## src/rtl/ifu_fetch.sv

```systemverilog
// ---------------------------------------------------------------------------------------------
// ifu_fetch: instruction fetch unit. It is the producer end of the instruction-word interface
// that decode consumes.
//
// Holds the PC and keeps at most one word request outstanding to instruction memory (the
// request is a valid/ready handshake and the response is valid-only). Each fetched word goes
// to decode as {inst, inst_pc, fetch_fault} under a valid/ready handshake. A redirect from
// branch/jump resolution replaces the PC and squashes any fetch still in flight. There is no
// prefetch, so the next request is issued only after decode has taken the current word.
//
// Ports
//   clk, rst         clock (rising edge), asynchronous active-high reset
//   redirect_valid   taken branch/jump this cycle; target redirect_pc (bits [1:0] forced to 0)
//   imem_req_*       request channel: valid/ready, word address = current PC
//   imem_rsp_*       response channel: valid, data, access-fault flag
//   inst_valid/ready handshake to decode
//   inst, inst_pc    instruction word and its PC (inst = NOP_INST while inst_valid = 0)
//   fetch_fault      word came from an errored response, qualified by inst_valid
// ---------------------------------------------------------------------------------------------
module ifu_fetch #(
    parameter logic [31:0] RESET_PC = 32'h8000_0000,
    parameter logic [31:0] NOP_INST = 32'h0000_0013
) (
    input  logic        clk,
    input  logic        rst,

    input  logic        redirect_valid,
    input  logic [31:0] redirect_pc,

    output logic        imem_req_valid,
    input  logic        imem_req_ready,
    output logic [31:0] imem_req_addr,

    input  logic        imem_rsp_valid,
    input  logic [31:0] imem_rsp_data,
    input  logic        imem_rsp_err,

    output logic        inst_valid,
    input  logic        inst_ready,
    output logic [31:0] inst,
    output logic [31:0] inst_pc,
    output logic        fetch_fault
);

    typedef enum logic [1:0] {
        StReq  = 2'd0,
        StWait = 2'd1,
        StHold = 2'd2
    } state_e;

    state_e      state_q, state_d;
    logic [31:0] pc_q, pc_d;
    logic        drop_q, drop_d;   // response now in flight is stale and must be discarded
    logic [31:0] inst_q, inst_d;
    logic [31:0] inst_pc_q, inst_pc_d;
    logic        fault_q, fault_d;

    logic [31:0] redirect_tgt;
    logic        req_fire;
    logic        inst_fire;

    // Masking keeps every bit of redirect_pc in use. The low two bits are always dropped.
    assign redirect_tgt = redirect_pc & 32'hFFFF_FFFC;

    // The state register is forced to StReq while rst is high. The request valid is also gated
    // so that no request is seen until the cycle after reset is released.
    assign imem_req_valid = (state_q == StReq) && !rst;
    assign imem_req_addr  = pc_q;
    assign inst_valid     = (state_q == StHold);
    assign inst           = inst_q;
    assign inst_pc        = inst_pc_q;
    assign fetch_fault    = fault_q;

    assign req_fire  = imem_req_valid && imem_req_ready;
    assign inst_fire = inst_valid && inst_ready;

    // Next-state logic. A redirect takes priority over every other event in every state.
    always_comb begin
        state_d   = state_q;
        pc_d      = pc_q;
        drop_d    = drop_q;
        inst_d    = inst_q;
        inst_pc_d = inst_pc_q;
        fault_d   = fault_q;

        unique case (state_q)
            StReq: begin
                if (redirect_valid) begin
                    pc_d = redirect_tgt;
                    // If the old request was accepted anyway, its response still has to be
                    // received and thrown away. If it was not accepted, it is simply withdrawn.
                    if (req_fire) begin
                        state_d = StWait;
                        drop_d  = 1'b1;
                    end
                end else if (req_fire) begin
                    state_d = StWait;
                end
            end

            StWait: begin
                if (redirect_valid) begin
                    pc_d = redirect_tgt;
                    if (imem_rsp_valid) begin
                        // Response arrives in the same cycle as the redirect: it is stale.
                        state_d = StReq;
                        drop_d  = 1'b0;
                    end else begin
                        drop_d  = 1'b1;
                    end
                end else if (imem_rsp_valid) begin
                    if (drop_q) begin
                        state_d = StReq;
                        drop_d  = 1'b0;
                    end else begin
                        state_d   = StHold;
                        inst_d    = imem_rsp_data;
                        inst_pc_d = pc_q;
                        fault_d   = imem_rsp_err;
                    end
                end
            end

            StHold: begin
                if (redirect_valid) begin
                    // The held word is squashed even if decode takes it in the same cycle.
                    state_d = StReq;
                    pc_d    = redirect_tgt;
                    inst_d  = NOP_INST;
                    fault_d = 1'b0;
                end else if (inst_fire) begin
                    state_d = StReq;
                    pc_d    = pc_q + 32'd4;   // wraps modulo 2^32
                    inst_d  = NOP_INST;
                    fault_d = 1'b0;
                end
            end

            default: begin
                state_d = StReq;
            end
        endcase
    end

    // imem_rsp_valid outside StWait is a protocol error. No branch above looks at it there,
    // so such a response is ignored.
    always_ff @(posedge clk or posedge rst) begin
        if (rst) begin
            state_q   <= StReq;
            pc_q      <= RESET_PC;
            drop_q    <= 1'b0;
            inst_q    <= NOP_INST;
            inst_pc_q <= 32'h0000_0000;
            fault_q   <= 1'b0;
        end else begin
            state_q   <= state_d;
            pc_q      <= pc_d;
            drop_q    <= drop_d;
            inst_q    <= inst_d;
            inst_pc_q <= inst_pc_d;
            fault_q   <= fault_d;
        end
    end

endmodule
```

## config.mk

```make
export PLATFORM = sky130hd
export DESIGN_NAME = ifu_fetch
export DESIGN_NICKNAME = d
export VERILOG_FILES = /design/src/rtl/ifu_fetch.sv
export SDC_FILE = /design/constraint.sdc
export NUM_CORES = 1
export LEC_CHECK = 0
export CAP_MARGIN = 20
export CORE_UTILIZATION = 41
export CTS_CLUSTER_DIAMETER = 60
export DETAILED_ROUTE_END_ITERATION = 7
export PLACE_DENSITY = 0.79
export SYNTH_ARGS = -nofsm -noshare
export SYNTH_HDL_FRONTEND = slang
export SYNTH_SLANG_ARGS = --single-unit
```

## constraint.sdc

```tcl
create_clock -name clk -period 2.58 [get_ports clk]
set_input_delay 0.258 -clock clk [delete_from_list [all_inputs] [get_ports clk]]
set_output_delay 0.258 -clock clk [all_outputs]
set_load 0.05 [all_outputs]
```

==> flow_summary.toml, run 1 <==
[outcome]
outcome = "finished, final reports clean"

[sta]
setup_viol = 0
tightest_slew_ns = 0.9794
finalHoldViolCount = 0
clock_skew_ns = 0.009247
relSlewSlack = 0.3470
slew_violations = 0
rsz0062_at_grt = "no"
fin_crit_sh = 0.8691
max_freq_mhz = 446.0
setup_tns_ns = 0
min_period_ns = 2.242

[synthesis]
ys_types = 58
synth_top_family_by_area = "simple AND/OR/NAND/NOR gates"
synth_xor_area_frac = 0
synthCells = 491
synth_enable_flop_cells = 0
synth_simple_gate_area_frac = 0.1844
synth_fa_ha_area_frac = 0.002630
ys_async_sr_fraction = 1.000
avgSynthCellArea_um2 = 9.689
synth_area_leaders = "dfrtp_1 (48%), mux2_2 (6.6%), nand2_1 (6.6%)"
ys_ff_latch = 96
synth.top_cell.area_share = 0.4840
seq_area_frac_synth = 0.5060
synth_area_leader_cell = "dfrtp_1"
ys_dominant_reg_cell = "dfrtp_1"
synth-compound-area-share = 0.1691
syn_area_um2 = 4757
synth.area.mux_share = 0.08154
ys_warn_count = 0

[clock_network]
htree_levels = 3
cts.sinks = 96
insertion_delay_ns = 0.34
clockRootBuffer = "clkbuf_16"
clk_path_buf_depth = 2
clkTransAtPathRegs_ns = 0.07
ctsResizeCount = 0
ctsHoldBuffers = 0
cts_setup_buffers = 0
cts_tree = "done"
numCtsBuffers = 9

[place]
io_buffer_count = 163
gp_congestion = 0.9075
dp_hpwl_um = 9061

[grt]
grt_pass1_wl_um = 20990
grt_max_degree = 97
grt_usage = 0.2262
gr-total-overflow = 0
grt_pass1_vias = 4258
grt_antenna_before_repair = 0

[power]
vdd_drop_max_uv = 784.1
leakagePower_nw = 2.848
power.density_nw_per_um2 = 1141

[finish]
multiInputGateArea_um2 = 2105
drive_gt1_frac = 0.1123
fill_cells = 979
register_area_um2 = 2407
antenna_cells = 0
fin_nets = 708
syn_to_final_growth_pct = 42.66
final_util = 0.6126

[floorplanning]
rows = 38
fp.dieH_um = 109.7
die_w_um = 109.7
initial_utilization = 0.4294
core_area_um2 = 11080
boundaryPins = 170
die-area_um2 = 12040

[worst_setup_path]
endpoint_kind = "output port"
crit_fanout = 21
path_buf_inv = 2
critical_path.top_delay_family = "buffers and inverters"
cpMaxStageDelayCell = "clkdlybuf4s50_1"
r2r_cells = 5
cp.depth = 3
path_cells = "buf_4 > nor3_1 > clkdlybuf4s50_1"
critical_path.max_stage_delay_ns = 0.85
cp.arrival_ns = 1.98
required_ns = 2.32
cp-start-kind = "register"
crit_type = "reg2out"

[route]
via_per_inst = 5.584
wl_per_cell_um = 16.57
drtIter0Drc = 215
drt_drc_violations_left = 0
detail-route-antenna-nets = 0
dr.pass1.iters = 5
dr_total_vias = 4361
routed_wl_um = 12940

[run]
maxCapViolations = 0

[hold_path]
hold_path_depth = 3
hp-class = "in2reg"
==> power breakdown <==
group | internal, mW | leakage [nW] | switching [mW]
Combinational | 1.33 | 1.55 | 2.60
Clock | 0.801 | 0.148 | 0.564
Sequential | 2.07 | 1.15 | 0.376
==> metrics by stage <==
step / instance area (µm²) / cells / setup slack, ns / hold WS [ns] / power [mW]
after floorplan: 4772 / 494 / 0.3114 / 0.3698 / 4.976
after global placement: 6479 / 765 / 0.4582 / 0.4611 / 6.320
after detailed placement: 6479 / 765 / 0.3507 / 0.4738 / 6.414
after CTS: 6787 / 781 / 0.3034 / 0.4636 / 7.794
after global routing: 6787 / 781 / 0.2208 / 0.4723 / 8.119
final: 6787 / 781 / 0.3377 / 0.4690 / 7.741
==> cell families after synthesis <==
| kind of cell | Yosys count |
|---|---|
| buffers and inverters | 57 |
| other | 1 |
| adders and majority gates | 1 |
| muxes | 35 |
| and+or+nand+nor | 174 |
| DFF | 96 |
| AOI/OAI and AO/OA | 127 |
==> layer usage <==
| metal | up-vias | GRT usage | part of all wire |
|---|---|---|---|
| met5 | - | 0 | 0 |
| met4 | 0 | 0.07524 | 0.018 |
| met3 | 31 | 0.07113 | 0.090 |
| met1 | 2078 | 0.2862 | 0.41 |
| met2 | 209 | 0.3670 | 0.48 |
| li1 | 2043 | - | - |
==> state kept, by name, summed over array words and instances, names as in the netlist <==
register and flops:
inst 32, imem_req_addr 30, inst_pc 30, state_q 2
drop_q 1, fetch_fault 1
==> cell usage after synthesis, types with 4 or more instances <==
cell type	instances
inv_1	11
a21oi_1	21
o21bai_1	7
clkbuf_1	25
buf_4	5
dfstp_2	4
nand2_1	84
nor3_1	10
mux2i_1	5
buf_2	13
nor2_1	17
nor4_1	6
o21ai_0	45
and4_1	5
a211oi_1	20
and3_1	4
nand3_1	19
nand4_1	9
mux2_2	28
dfrtp_1	92
a2bb2oi_1	5
o22ai_1	7
a311oi_1	4
==> layout by cell type, fill, tap and decap left out, types with 2 or more instances in the layout <==
master,instances
o211ai_1,2
nand4_4,2
dfrtp_1,92
nand2b_1,2
mux2_1,2
or4_1,2
nor2_1,17
nor3_1,10
mux2i_1,5
nor4_1,6
a21oi_1,21
nand4_1,9
conb_1,4
clkbuf_16,9
and4_1,5
dfstp_2,4
clkbuf_8,2
o22ai_1,7
a2bb2oi_1,5
o21bai_1,7
and2_1,2
o311ai_0,2
or3_1,2
a311oi_1,4
and3_1,4
nor3b_1,2
clkdlybuf4s50_1,162
clkinvlp_4,3
mux2_2,28
nand3_1,19
clkinv_2,2
a22oi_1,2
inv_1,10
o21ai_0,45
a211oi_1,20
nand2_1,84
buf_4,14
==> layout make-up <==
type / count / area share
Sequential cell: 96 / 0.3547
Multi-Input combinational cell: 341 / 0.3101
Timing Repair Buffer: 177 / 0.2574
Clock buffer: 11 / 0.03724
Tap cell: 140 / 0.02581
Clock inverter: 5 / 0.008112
Inverter: 11 / 0.006637
==> final timing paths <==
kind | startpoint | end | slack, ns
setup reg to reg | imem_req_addr[2] | imem_req_addr[22] | 0.51
setup / recovery | state_q[1] | imem_req_valid | 0.34
min in group asynchronous | rst | imem_req_addr[16] | 0.50
max in group asynchronous | rst | inst[1] | 1.70
hold reg to reg | inst[1] | inst[1] | 0.48
hold / removal | imem_rsp_data[6] | inst[6] | 0.47
==> worst reg2reg max path: stages, from the launching register on <==
cell and delay (ns):
dfrtp_1 0.45, ha_1 0.25, and3_1 0.39, nand4_4 0.22, or4_1 0.54, o311ai_0 0.11
Note: power is estimated with default switching activity, not from simulation.
==> inputs of run 2 (changes only) <==
SLEW_MARGIN = 20   (was default)
==> results of run 2 <==
Final layout, timing and power as in run 1 (identical DEF).
==> variant (flow settings as in run 1) <==
Reset style: synchronous (`rst`), changed in one clocked block. Comments in the files are not updated.
--- a/src/rtl/ifu_fetch.sv
+++ b/src/rtl/ifu_fetch.sv
@@ -144,7 +144,7 @@
 
     // imem_rsp_valid outside StWait is a protocol error. No branch above looks at it there,
     // so such a response is ignored.
-    always_ff @(posedge clk or posedge rst) begin
+    always_ff @(posedge clk) begin
         if (rst) begin
             state_q   <= StReq;
             pc_q      <= RESET_PC;
Check against the original RTL: differs if rst is asserted again (counterexample within 4 cycles, from zero or initial values and one cycle with rst high); with rst held inactive, the same outputs for 4 cycles.
==> variant against run 1 <==
  * Sequential cell count unchanged
  * Design area down 2.3%
  * Area after synthesis down 3.4%
  * Setup slack worse by 0.12 ns
  * Utilization down 0.35 points
  * Wire length up 14%
  * Cell count up 14%
  * Non-clock buffer count up 12
  * Worst hold slack worse by 0.10 ns
  * Die area down 3.4%
  * Register-to-register slack worse by 0.30 ns
  * Clock skew down 0.0011 ns
  * Critical path type is now flip-flop to flip-flop
  * Critical endpoint is now imem_req_addr[11]
Power is not compared: it rests on default switching activity, and its combinational part moved more than twofold at a synthesized area within 25%.
==> variant: results (changes against run 1) <==
fillers: 936  # -4.4%
ir_drop_mv: 0.369
largest_reg_flops: 32  # unchanged
drtAntennaViolNets: 0  # unchanged
synthAdderAreaFrac_pct: 0.272  # +0.0094 points
detailedRoute.firstPassIterationCount: 5  # unchanged
crit_slowest_cell: "or3b_2"
path_delay_family: "simple AND/OR/NAND/NOR gates"
cts_buffer_depth: 2  # unchanged
grt_max_degree: 51  # -47%
worstRegToRegCells: 4  # -1
finalWirelength_um: 14700  # +14%
drt-initial-drc-count: 443  # +110%
hold_class: "input port to flip-flop"
min_delay_path_depth: 3  # unchanged
crit_arrival_ns: 2.61  # +0.63 ns
dp.final_hpwl_um: 10200  # +13%
skew_ns: 0.00816  # -0.00109 ns
timing.rr.start: "state_q[1]"
diodes: 0  # unchanged
drive_above_1_share_pct: 7.71  # -3.5 points
cts_buffers: 9  # unchanged
viasPerCell: 5.74  # +2.9%
hold_end: "imem_req_addr[10]"
ys_types: 64  # +10%
ys_async_sr_fraction_pct: 0  # -100 points
clock_latency_ns: 0.36  # +0.02 ns
hold_start: "rst"
track_usage_pct: 25.7  # +3.1 points
reg2reg_to: "imem_req_addr[11]"
r2r_slack_ns: 0.21  # -0.30 ns
gp_congestion: 0.921  # +1.5%
ys_seq_area_share_pct: 41.8  # -8.8 points
synth.area.mux_share_pct: 0.463  # -7.7 points
synth_xor_area_share_pct: 0  # unchanged
final_nets: 819  # +16%
worst_slew_pin_slew_ns: 0.895  # -0.0844 ns
synth-edff-count: 0  # unchanged
cellLeakagePower_nw: 2.29
clk_pin_slew_ns: 0.09  # +0.02 ns
port_buffers: 163  # unchanged
cts_root_buf: "clkbuf_8"
synth.top_cells.by_area: "dfxtp_1 (42%), nand2_1 (9.3%), a21oi_1 (8.1%), nand3_1 (5.1%), nand4_1 (3.4%)"
cpPeakStageDelay_ns: 0.85  # about the same
grt_pass1_vias: 4679  # +9.9%
grt_pass1_wl_um: 23600  # +12%
synthTopCellsByCount: "nand2_1 (114), dfxtp_1 (96), a21oi_1 (74), nand3_1 (47), clkbuf_1 (41)"
post_cts_buffers: 0  # unchanged
cts-htree-levels: 3  # unchanged
cts_resized: 0  # unchanged
critPathMaxFanout: 43  # +100%
switching_share_pct: 28.5
status: "finished, final reports clean"
synth-compound-area-share_pct: 21.5  # +4.6 points
[variant: cell types whose count changed in the layout (fill, tap and decap cells not counted), sizes merged, moves of 7 or more]
cell	change
nand3	+28
a211oi	-17
a21boi	+7
buf	+14
nand2	+30
o21bai	-7
a21oi	+52
dfrtp	-92
nand4	+14
nor2	+7
mux2	-29
o21ai	-30
dfxtp	+96
[variant: worst max path at each step]
stage	from	endpoint	slack (ns)
finish	state_q[1]	imem_req_addr[11]	0.21
global route	state_q[1]	imem_req_addr[11]	0.13
CTS	state_q[1]	imem_req_addr[11]	0.30
detailed placement	redirect_valid	imem_req_addr[11]	0.32
global placement	redirect_valid	imem_req_addr[11]	0.39
floorplan	imem_req_addr[9]	imem_req_addr[31]	0.39
[variant: power by group through the flow]
stage | clock [W] | sequential (W) | combinational, W
after floorplan | 0 | 0.00179 | 0.000203
after global placement | 0 | 0.00164 | 0.000628
after detailed placement | 0 | 0.00164 | 0.000638
after CTS | 0.00122 | 0.00160 | 0.000641
after global routing | 0.00128 | 0.00162 | 0.000681
final | 0.00120 | 0.00161 | 0.000642
[variant: area by class of cell]
| type | instances | area [um^2] | area share, % |
|---|---|---|---|
| multi-input combinational | 441 | 2430 | 36.7 |
| sequential | 96 | 1920 | 29.0 |
| timing repair buffer | 189 | 1820 | 27.4 |
| tap | 140 | 175 | 2.64 |
| clock buffer | 11 | 141 | 2.13 |
| clock inverter | 5 | 104 | 1.57 |
| inverter | 10 | 37.5 | 0.566 |
[variant: logic make-up after synthesis]
| family | count (synthesis) |
|---|---|
| simple gates | 279 |
| mux | 2 |
| fa+ha+maj | 1 |
| buf+inv | 64 |
| compound gates | 155 |
| flops | 96 |
| other cells | 1 |
[variant: worst min-delay path, stage by stage]
cell and delay [ns]:
buf_2 0.11, or4b_2 0.20, o22ai_1 0.11
[variant: metal layers]
metal | vias to the layer above | track usage, % | share of wire, %
met3 | 37 | 7.26 | 8.8
met1 | 2382 | 32.4 | 41
li1 | 2448 | - | -
met2 | 255 | 41.5 | 47
met4 | 2 | 9.30 | 2.7
met5 | - | 0 | 0.16
[variant: metrics by stage]
| stage | hold WS [ns] | std cells | setup WS (ns) | instance area [um^2] | utilization, % |
|---|---|---|---|---|---|
| after floorplan | 0.400 | 601 | 0.385 | 4600 | - |
| after global placement | 0.437 | 876 | 0.386 | 6390 | 58.7 |
| final | 0.364 | 892 | 0.213 | 6630 | 60.9 |
| after detailed placement | 0.443 | 876 | 0.323 | 6390 | 58.7 |
| after CTS | 0.339 | 892 | 0.300 | 6630 | 60.9 |
| after global routing | 0.368 | 892 | 0.133 | 6630 | 60.9 |
